## src/rtl/riscv_pkg.sv

```systemverilog
// riscv_pkg: opcode/funct3 constants and PC sequencer states shared by the fetch logic.
package riscv_pkg;
    localparam logic [6:0] OP_BRANCH = 7'b1100011;
    localparam logic [6:0] OP_JAL    = 7'b1101111;
    localparam logic [6:0] OP_JALR   = 7'b1100111;
    localparam logic [2:0] F3_BEQ  = 3'b000;
    localparam logic [2:0] F3_BNE  = 3'b001;
    localparam logic [2:0] F3_BLT  = 3'b100;
    localparam logic [2:0] F3_BGE  = 3'b101;
    localparam logic [2:0] F3_BLTU = 3'b110;
    localparam logic [2:0] F3_BGEU = 3'b111;
    typedef enum logic [1:0] {BOOT, RUN, HALT} pc_state_t;
endpackage

```

## src/rtl/riscv_branch_cmp.sv

```systemverilog
// riscv_branch_cmp: combinational branch condition evaluation from funct3 and operands.
module riscv_branch_cmp
    import riscv_pkg::*;
(
    input  logic [2:0]  funct3,
    input  logic [31:0] rs1,
    input  logic [31:0] rs2,
    output logic        taken
);
    logic eq, lt, ltu;
    always_comb begin
        eq  = rs1 == rs2;
        lt  = $signed(rs1) < $signed(rs2);
        ltu = rs1 < rs2;
        taken = funct3 == F3_BEQ  ? eq   :
                funct3 == F3_BNE  ? !eq  :
                funct3 == F3_BLT  ? lt   :
                funct3 == F3_BGE  ? !lt  :
                funct3 == F3_BLTU ? ltu  :
                funct3 == F3_BGEU ? !ltu : 1'b0;
    end
endmodule

```

## src/rtl/riscv_pc_controller.sv

```systemverilog
// riscv_pc_controller: owns the PC, tags EX with PC/valid, resolves control transfers
// with a one-bubble squash and halts on a misaligned taken target.
module riscv_pc_controller
    import riscv_pkg::*;
#(
    parameter logic [31:0] RESET_PC = 32'h0000_0000
) (
    input  logic        clk,
    input  logic        rst,
    input  logic        stall_i,
    input  logic [6:0]  ex_opcode_i,
    input  logic [2:0]  ex_funct3_i,
    input  logic [31:0] ex_imm_i_i,
    input  logic [31:0] ex_imm_b_i,
    input  logic [31:0] ex_imm_j_i,
    input  logic [31:0] rs1_data_i,
    input  logic [31:0] rs2_data_i,
    output logic [31:0] pc_f_o,
    output logic [31:0] ex_pc_o,
    output logic        ex_valid_o,
    output logic [31:0] link_o,
    output logic        redirect_o,
    output logic        halted_o
);
    pc_state_t   state;
    logic        br_taken, xfer, misaligned;
    logic [31:0] target;

    riscv_branch_cmp u_cmp (
        .funct3 (ex_funct3_i),
        .rs1    (rs1_data_i),
        .rs2    (rs2_data_i),
        .taken  (br_taken)
    );

    // Bubbles and the HALT/BOOT slots carry ex_valid_o=0, so they can never transfer.
    always_comb begin
        target = ex_opcode_i == OP_JAL  ? ex_pc_o + ex_imm_j_i :
                 ex_opcode_i == OP_JALR ? (rs1_data_i + ex_imm_i_i) & ~32'h1 :
                                          ex_pc_o + ex_imm_b_i;
        xfer = ex_valid_o && ((ex_opcode_i == OP_BRANCH && br_taken) ||
                              ex_opcode_i == OP_JAL || ex_opcode_i == OP_JALR);
        misaligned = target[1:0] != 2'b00;
        redirect_o = xfer && !misaligned && !stall_i;
        link_o = ex_pc_o + 32'd4;
        halted_o = state == HALT;
    end

    always_ff @(posedge clk) begin
        if (rst) begin
            state      <= BOOT;
            pc_f_o     <= RESET_PC;
            ex_pc_o    <= '0;
            ex_valid_o <= 1'b0;
        end else if (!stall_i) begin
            unique case (state)
                BOOT: begin
                    state      <= RUN;
                    ex_pc_o    <= pc_f_o;
                    ex_valid_o <= 1'b1;
                    pc_f_o     <= pc_f_o + 32'd4;
                end
                RUN: begin
                    if (xfer && misaligned) begin
                        state      <= HALT;
                        ex_valid_o <= 1'b0;
                    end else begin
                        ex_pc_o    <= pc_f_o;
                        ex_valid_o <= !xfer;
                        pc_f_o     <= xfer ? target : pc_f_o + 32'd4;
                    end
                end
                default: ;
            endcase
        end
    end
endmodule

```

## config.mk

```make
export PLATFORM = sky130hd
export DESIGN_NAME = riscv_pc_controller
export DESIGN_NICKNAME = d
export VERILOG_FILES = /design/src/rtl/riscv_pkg.sv /design/src/rtl/riscv_branch_cmp.sv /design/src/rtl/riscv_pc_controller.sv
export SDC_FILE = /design/constraint.sdc
export NUM_CORES = 1
export LEC_CHECK = 0
export CAP_MARGIN = 10
export CORE_MARGIN = 8
export CORE_UTILIZATION = 50
export CTS_CLUSTER_SIZE = 16
export DETAILED_ROUTE_END_ITERATION = 12
export PLACE_DENSITY = 0.83
export SLEW_MARGIN = 20
export SYNTH_ARGS = -nofsm -noshare
export SYNTH_HDL_FRONTEND = slang
export SYNTH_HIERARCHICAL = 1
export SYNTH_SLANG_ARGS = --single-unit
```

## constraint.sdc

```tcl
create_clock -name clk -period 4.9 [get_ports clk]
set_input_delay 0.98 -clock clk [delete_from_list [all_inputs] [get_ports clk]]
set_output_delay 0.98 -clock clk [all_outputs]
set_load 0.01 [all_outputs]
```

==> out/results.ini, run 1 <==
[min_path]
hold_path_depth=2
min_path_type=flop to flop

[worst_setup_path]
path_class=primary input to primary output
crit_path_max_fanout=2
critPathArrivalTime_ps=3760
worstRegToRegCells=12
cp-start-kind=primary input
crit_required_ps=3920
end_kind=primary output

[cells_and_area]
drive_above_1_share=0.0587
layout_common_cells=clkdlybuf4s50_1 (269), nand2_1 (180), a21oi_1 (166)
finalNetCount=1951
finalNonFillerCells=1887
final_util=0.701
final_common_cell=clkdlybuf4s50_1
fillers=1584
area_growth_pct=37.0
antenna_cells=0

[outcome]
status=completed

[global_route]
grtUsageTotal=0.291
grt_pass1_vias=11211
grt_max_degree=36
antenna_found_initial=0
grt_pass1_wl_mm=57.2
overflow=0

[clocking]
cts_inserted_buffers=9
insertion_delay_ps=340
cts_tree=built
clockBufferDepth=2
holdBufCountCts=0
postCtsSetupBuffers=0
cts_root_buffer=clkbuf_16
htreeDepth=3
cts.sinks=67
clk_pin_slew_ps=50

[detailed_routing]
firstDrtPassIters=5
antenna_left=0
wl_per_cell_um=19.2
drc_errors=0
vias=11464
viasPerCell=6.08
drt-total-wl_mm=36.3
dr.first_iter.drc_count=1008

[die]
fp.dieH_um=155
core_area_um2=18800
start_util=0.511
dieArea_um2=23900
ioPinCount=272
die_w_um=155
rows=50

[synthesis]
synth_edf_count=0
synth_top_area_share=0.164
synth_seq_cells=67
mappedNetlistArea_um2=9600
synthFlopType=dfxtp_1
synth_xor_area_frac=0.103
ys_async_sr_fraction=0
ys_seq_area_frac=0.140
synth.area.top_cells=ha_1 (16%), dfxtp_1 (14%), a21oi_1 (8.7%)
syn_inst=1365
yosysWarnings=6
syn-num-nets=1667
syn_area_per_cell_um2=7.03
synth_fa_ha_area_frac=0.170
yosys.cell_types.count=71
synth_compound_area_frac=0.312
synth_top_area_cell=ha_1
synth.mux.area_fraction=0.00417
synth_top_family_by_area=compound AO/OA/AOI/OAI gates
synthSimpleGateAreaFrac=0.222

[place]
globalplace.congestion=0.940
port_buffers=271
hpwl_mm=29.8
dp.cells=1872

[sta]
fin_crit_sh=0.967
final_max_slew_viol_count=0
slew_headroom=0.497
fin_tns_setup_ps=0
setup_violations=0
worstMarginPinSlew_ps=753
fmax_mhz=211
timing.final.hold_violations=0
rsz0062_at_grt=no
holdWs_ps=468
skew_ps=9.74
period_minus_slack_ps=4740

[power_and_ir_drop]
leakage_uw=0.00560
p_per_area_nw_per_um2=145
finalPower_uw=1900
ir_drop_mv=0.142

[job]
maxCapViolations=0

## through the flow
step	worst slack, ps	instance area [um^2]
2_1_floorplan	733	9600
6_report	160	13200
4_1_cts	35.9	13100
3_5_place_dp	-157	12800
3_3_place_gp	-82.6	12800
5_1_grt	0.822	13200
## repair_timing
action | in CTS | in global routing
resized for setup | 1 | 6
endpoints found under the setup margin | 1 | 4
hold endpoints to repair | 0 | 0
pin swaps | 0 | 2
## logic make-up (layout without fill, tap and decap cells)
family | count (synthesis) | count (layout)
AO/OA/AOI/OAI | 468 | 468
AND/OR/NAND/NOR | 460 | 460
multiplexers | 4 | 4
XOR/XNOR | 113 | 113
buffers and inverters | 124 | 412
adder cells (fa/ha/maj) | 129 | 129
flip-flops | 67 | 67
## power breakdown
part | switching (uW) | internal, uW
sequential | 6.70 | 549
clock | 244 | 419
combinational | 352 | 333
total | 603 | 1300
## cells in the mapped netlist (16+ instances only)
| master | number |
|---|---|
| nand2_1 | 180 |
| a21oi_1 | 167 |
| ha_1 | 126 |
| nor2_1 | 102 |
| o21ai_0 | 85 |
| inv_1 | 68 |
| dfxtp_1 | 67 |
| xnor2_1 | 66 |
| nand3_1 | 51 |
| a21o_1 | 49 |
| clkbuf_1 | 49 |
| xor2_1 | 47 |
| nand4_1 | 30 |
| and3_1 | 22 |
| a31oi_1 | 21 |
| nor3_1 | 19 |
| a211oi_1 | 16 |
| o211ai_1 | 16 |
## cell type report
cell class	count	area, um^2	share of cell area
clock buffers	13	260	0.0198
clock inverters	2	35.0	0.00266
inverters	68	255	0.0194
multi-input cells	1174	7810	0.594
flip-flops and latches	67	1340	0.102
well taps	234	293	0.0223
repair buffers	329	3150	0.240
## path summary, 6_finish.rpt
path | slack, ps | end | startpoint
min | 470 | ex_pc_o[1] | pc_f_o[1]
max | 160 | redirect_o | rs2_data_i[21]
min reg2reg | 470 | ex_pc_o[1] | pc_f_o[1]
max reg2reg | 1170 | pc_f_o[28] | ex_pc_o[2]
## flip-flops by register name (all words and copies together) (netlist names)
name	flops
ex_valid_o	1
ex_pc_o	32
pc_f_o	32
state	2
## layer usage
layer	GRT usage	share of wire	vias up
met3	0.0602	0.10	53
met4	0.0817	0.020	0
met5	0	0	-
met1	0.378	0.43	5221
met2	0.479	0.45	607
li1	-	-	5583
## worst max-delay path: stages
cell and delay (ps):
clkdlybuf4s50_1 460, inv_1 40, ha_1 290, a21oi_1 220, o21ai_1 100, a221oi_2 310
o22ai_1 130, or4_1 500, a31o_1 240, a21o_1 170, nand3_1 90, nor3_1 70
clkbuf_2 160
(Power assumes the default switching activity.)
==> run 2, diff against run 1 <==
--- a/config.mk
+++ b/config.mk
@@ -10,7 +10,7 @@
 export CORE_UTILIZATION = 50
 export CTS_CLUSTER_SIZE = 16
 export DETAILED_ROUTE_END_ITERATION = 12
-export PLACE_DENSITY = 0.83
+export PLACE_DENSITY_LB_ADDON = 0.05
 export SLEW_MARGIN = 20
 export SYNTH_ARGS = -nofsm -noshare
 export SYNTH_HDL_FRONTEND = slang
==> constraint.sdc (replaced) <==
create_clock -name clk -period 4.9 [get_ports clk]
set_input_delay 0.98 -clock clk [delete_from_list [all_inputs] [get_ports clk]]
set_output_delay 0.98 -clock clk [all_outputs]
set_load 0.02 [all_outputs]
==> run 2 against run 1 <==
  * Register-to-register slack worse by 50 ps
  * Clock-buffer cell count down 3
  * Worst setup slack worse by 39 ps
  * Global-route usage down 0.23 points
  * Via count down 0.75%
  * Critical path type unchanged
  * First-iteration DRC count down 13%
  * Combinational power up 1%
  * Sequential share of layout area about the same
  * Sequential power about the same
  * Cell count up 0.58%
==> out/results.ini, run 2 (synthesized netlist as in run 1, its figures left out) <==
[outcome]
status=completed

[min_path]
min_to=ex_pc_o[1]
hold_path_depth=2  ; unchanged
hold_start=pc_f_o[1]
min_path_type=flop to flop

[power_and_ir_drop]
ir_drop_mv=0.183  ; +29%
finalPower_uw=1840  ; -3.1%
p_per_area_nw_per_um2=140  ; -3.5%
leakage_uw=0.00564  ; +0.73%

[job]
maxCapViolations=0  ; unchanged

[cells_and_area]
reg_top3=ex_pc_o (32), pc_f_o (32), state (2)
antenna_cells=0  ; unchanged
multiInputGateArea_um2=7820  ; +0.16%
layout_common_cells=clkdlybuf4s50_1 (269), nand2_1 (180), a21oi_1 (164)
finalNetCount=1964  ; +0.67%
fillers=1656  ; +4.5%
drive_above_1_share=0.0679  ; +0.00923
area_growth_pct=37.6
final_common_cell=clkdlybuf4s50_1
ff_latch_area_um2=1340  ; unchanged
final_util=0.704  ; +0.00307

[worst_setup_path]
crit_path_max_fanout=2  ; unchanged
crit_required_ps=3920  ; about the same
r2r_start=ex_pc_o[0]
worst_path_largest_cell_delay_ps=510  ; about the same
cp-start-kind=primary input
crit_chain=clkdlybuf4s50_1 -> inv_1 -> ha_1 -> a21oi_2 -> o21ai_2 -> a221oi_2 -> o22ai_2 -> or4_1 -> a31o_1 -> a21o_1 -> nand3_1 -> nor3_1 -> buf_4
critPathArrivalTime_ps=3800  ; +40 ps
path_class=primary input to primary output
worstRegToRegCells=14  ; +2
end_kind=primary output
crit_slowest_cell=or4_1
reg2reg_to=pc_f_o[24]
rrSetupSlack_ps=1120  ; -50 ps

[clocking]
cts_inserted_buffers=9  ; unchanged
cts_root_buffer=clkbuf_16
htreeDepth=3  ; unchanged
clk_pin_slew_ps=60  ; about the same
insertion_delay_ps=340  ; about the same
cts.sinks=67  ; unchanged
cts_tree=built
clockBufferDepth=2  ; unchanged

[global_route]
grt_util_met1=0.382  ; +0.00440
grt_busiest_layer=met2
grtUsageTotal=0.289  ; -0.00235
grt_pass1_vias=10950  ; -2.3%
antenna_found_initial=0  ; unchanged
overflow=0  ; unchanged
grt_use_met3=0.0599  ; -0.000279
grt_pass1_wl_mm=56.7  ; -0.86%
grt_max_degree=41  ; +14%
use_met2=0.464  ; -0.0150

[sta]
worstMarginPinSlew_ps=727  ; -26.3 ps
timing.final.hold_violations=0  ; unchanged
rsz0062_at_grt=no
skew_ps=13.2  ; +3.44 ps
fmax_mhz=209  ; -0.81%
holdWs_ps=470  ; +1.92 ps
final_max_slew_viol_count=0  ; unchanged
period_minus_slack_ps=4780  ; +38.7 ps
fin_crit_sh=0.975  ; +0.00790
slew_headroom=0.514  ; +0.0168
setup_violations=0  ; unchanged

[place]
port_buffers=271  ; unchanged
hpwl_mm=29.4  ; -1.5%
globalplace.congestion=0.943  ; +0.24%

[detailed_routing]
dr.first_iter.drc_count=877  ; -13%
drc_errors=0  ; unchanged
firstDrtPassIters=5  ; unchanged
drt-total-wl_mm=35.6  ; -1.9%
antenna_left=0  ; unchanged
vias=11378  ; -0.75%
wl_per_cell_um=18.7  ; -2.5%
viasPerCell=5.99  ; -1.3%

[die]
ioPinCount=272  ; unchanged
die_w_um=155  ; unchanged
rows=50  ; unchanged
start_util=0.511  ; unchanged
fp.dieH_um=155  ; unchanged
dieArea_um2=23900  ; unchanged
core_area_um2=18800  ; unchanged

-- run 2: cell type report --
cell class	count	area share
repair buffers	342	0.245
inverters	68	0.0193
clock buffers	10	0.0181
well taps	234	0.0222
multi-input cells	1174	0.592
clock inverters	3	0.00133
flip-flops and latches	67	0.102
-- run 2: report_power, final --
group	total (uW)	leakage [uW]	internal (uW)	switching (uW)
logic	695	0.00497	339	357
clock network	594	0.000126	346	248
registers	556	0.000541	549	6.86
-- run 2: worst max-delay path by stage --
stage,start,depth (start not counted),end
after global routing,rs2_data_i[11],13,redirect_o
after detailed placement,rs2_data_i[11],13,redirect_o
after global placement,rs2_data_i[26],12,redirect_o
after CTS,rs2_data_i[21],13,redirect_o
final,rs2_data_i[11],13,redirect_o
after floorplan,rs2_data_i[23],16,ex_pc_o[12]
-- run 2: through the flow --
stage / setup WS [ps] / instances / instance area, um^2 / setup TNS, ps
finish: 121 / 1898 / 13200 / 0
global placement: -209 / 1884 / 12900 / -209
floorplan: 728 / 1365 / 9600 / 0
detailed placement: -338 / 1884 / 12900 / -998
global route: 6.22 / 1898 / 13200 / 0
CTS: 2.05 / 1897 / 13200 / 0
-- run 2: metal layers --
metal | wire (um) | vias to the layer above | part of all wire
li1 | - | 5600 | -
met2 | 15600 | 553 | 0.44
met5 | 0 | - | 0
met1 | 15700 | 5171 | 0.44
met4 | 913 | 0 | 0.026
met3 | 3400 | 54 | 0.096
-- run 2: worst max-delay path: cells and delay by family --
kind                     cells  cell delay, ps
adder cells (fa/ha/maj)      1             310
AND/OR/NAND/NOR              3             680
buffers and inverters        3             700
AO/OA/AOI/OAI                6            1120
-- run 2: timing repair --
item | 4_1_cts | 5_1_grt
hold buffers | 0 | 0
resized for setup | 5 | 7
pin swaps | 0 | 4
setup buffers | 0 | 1
setup endpoints to repair | 1 | 2
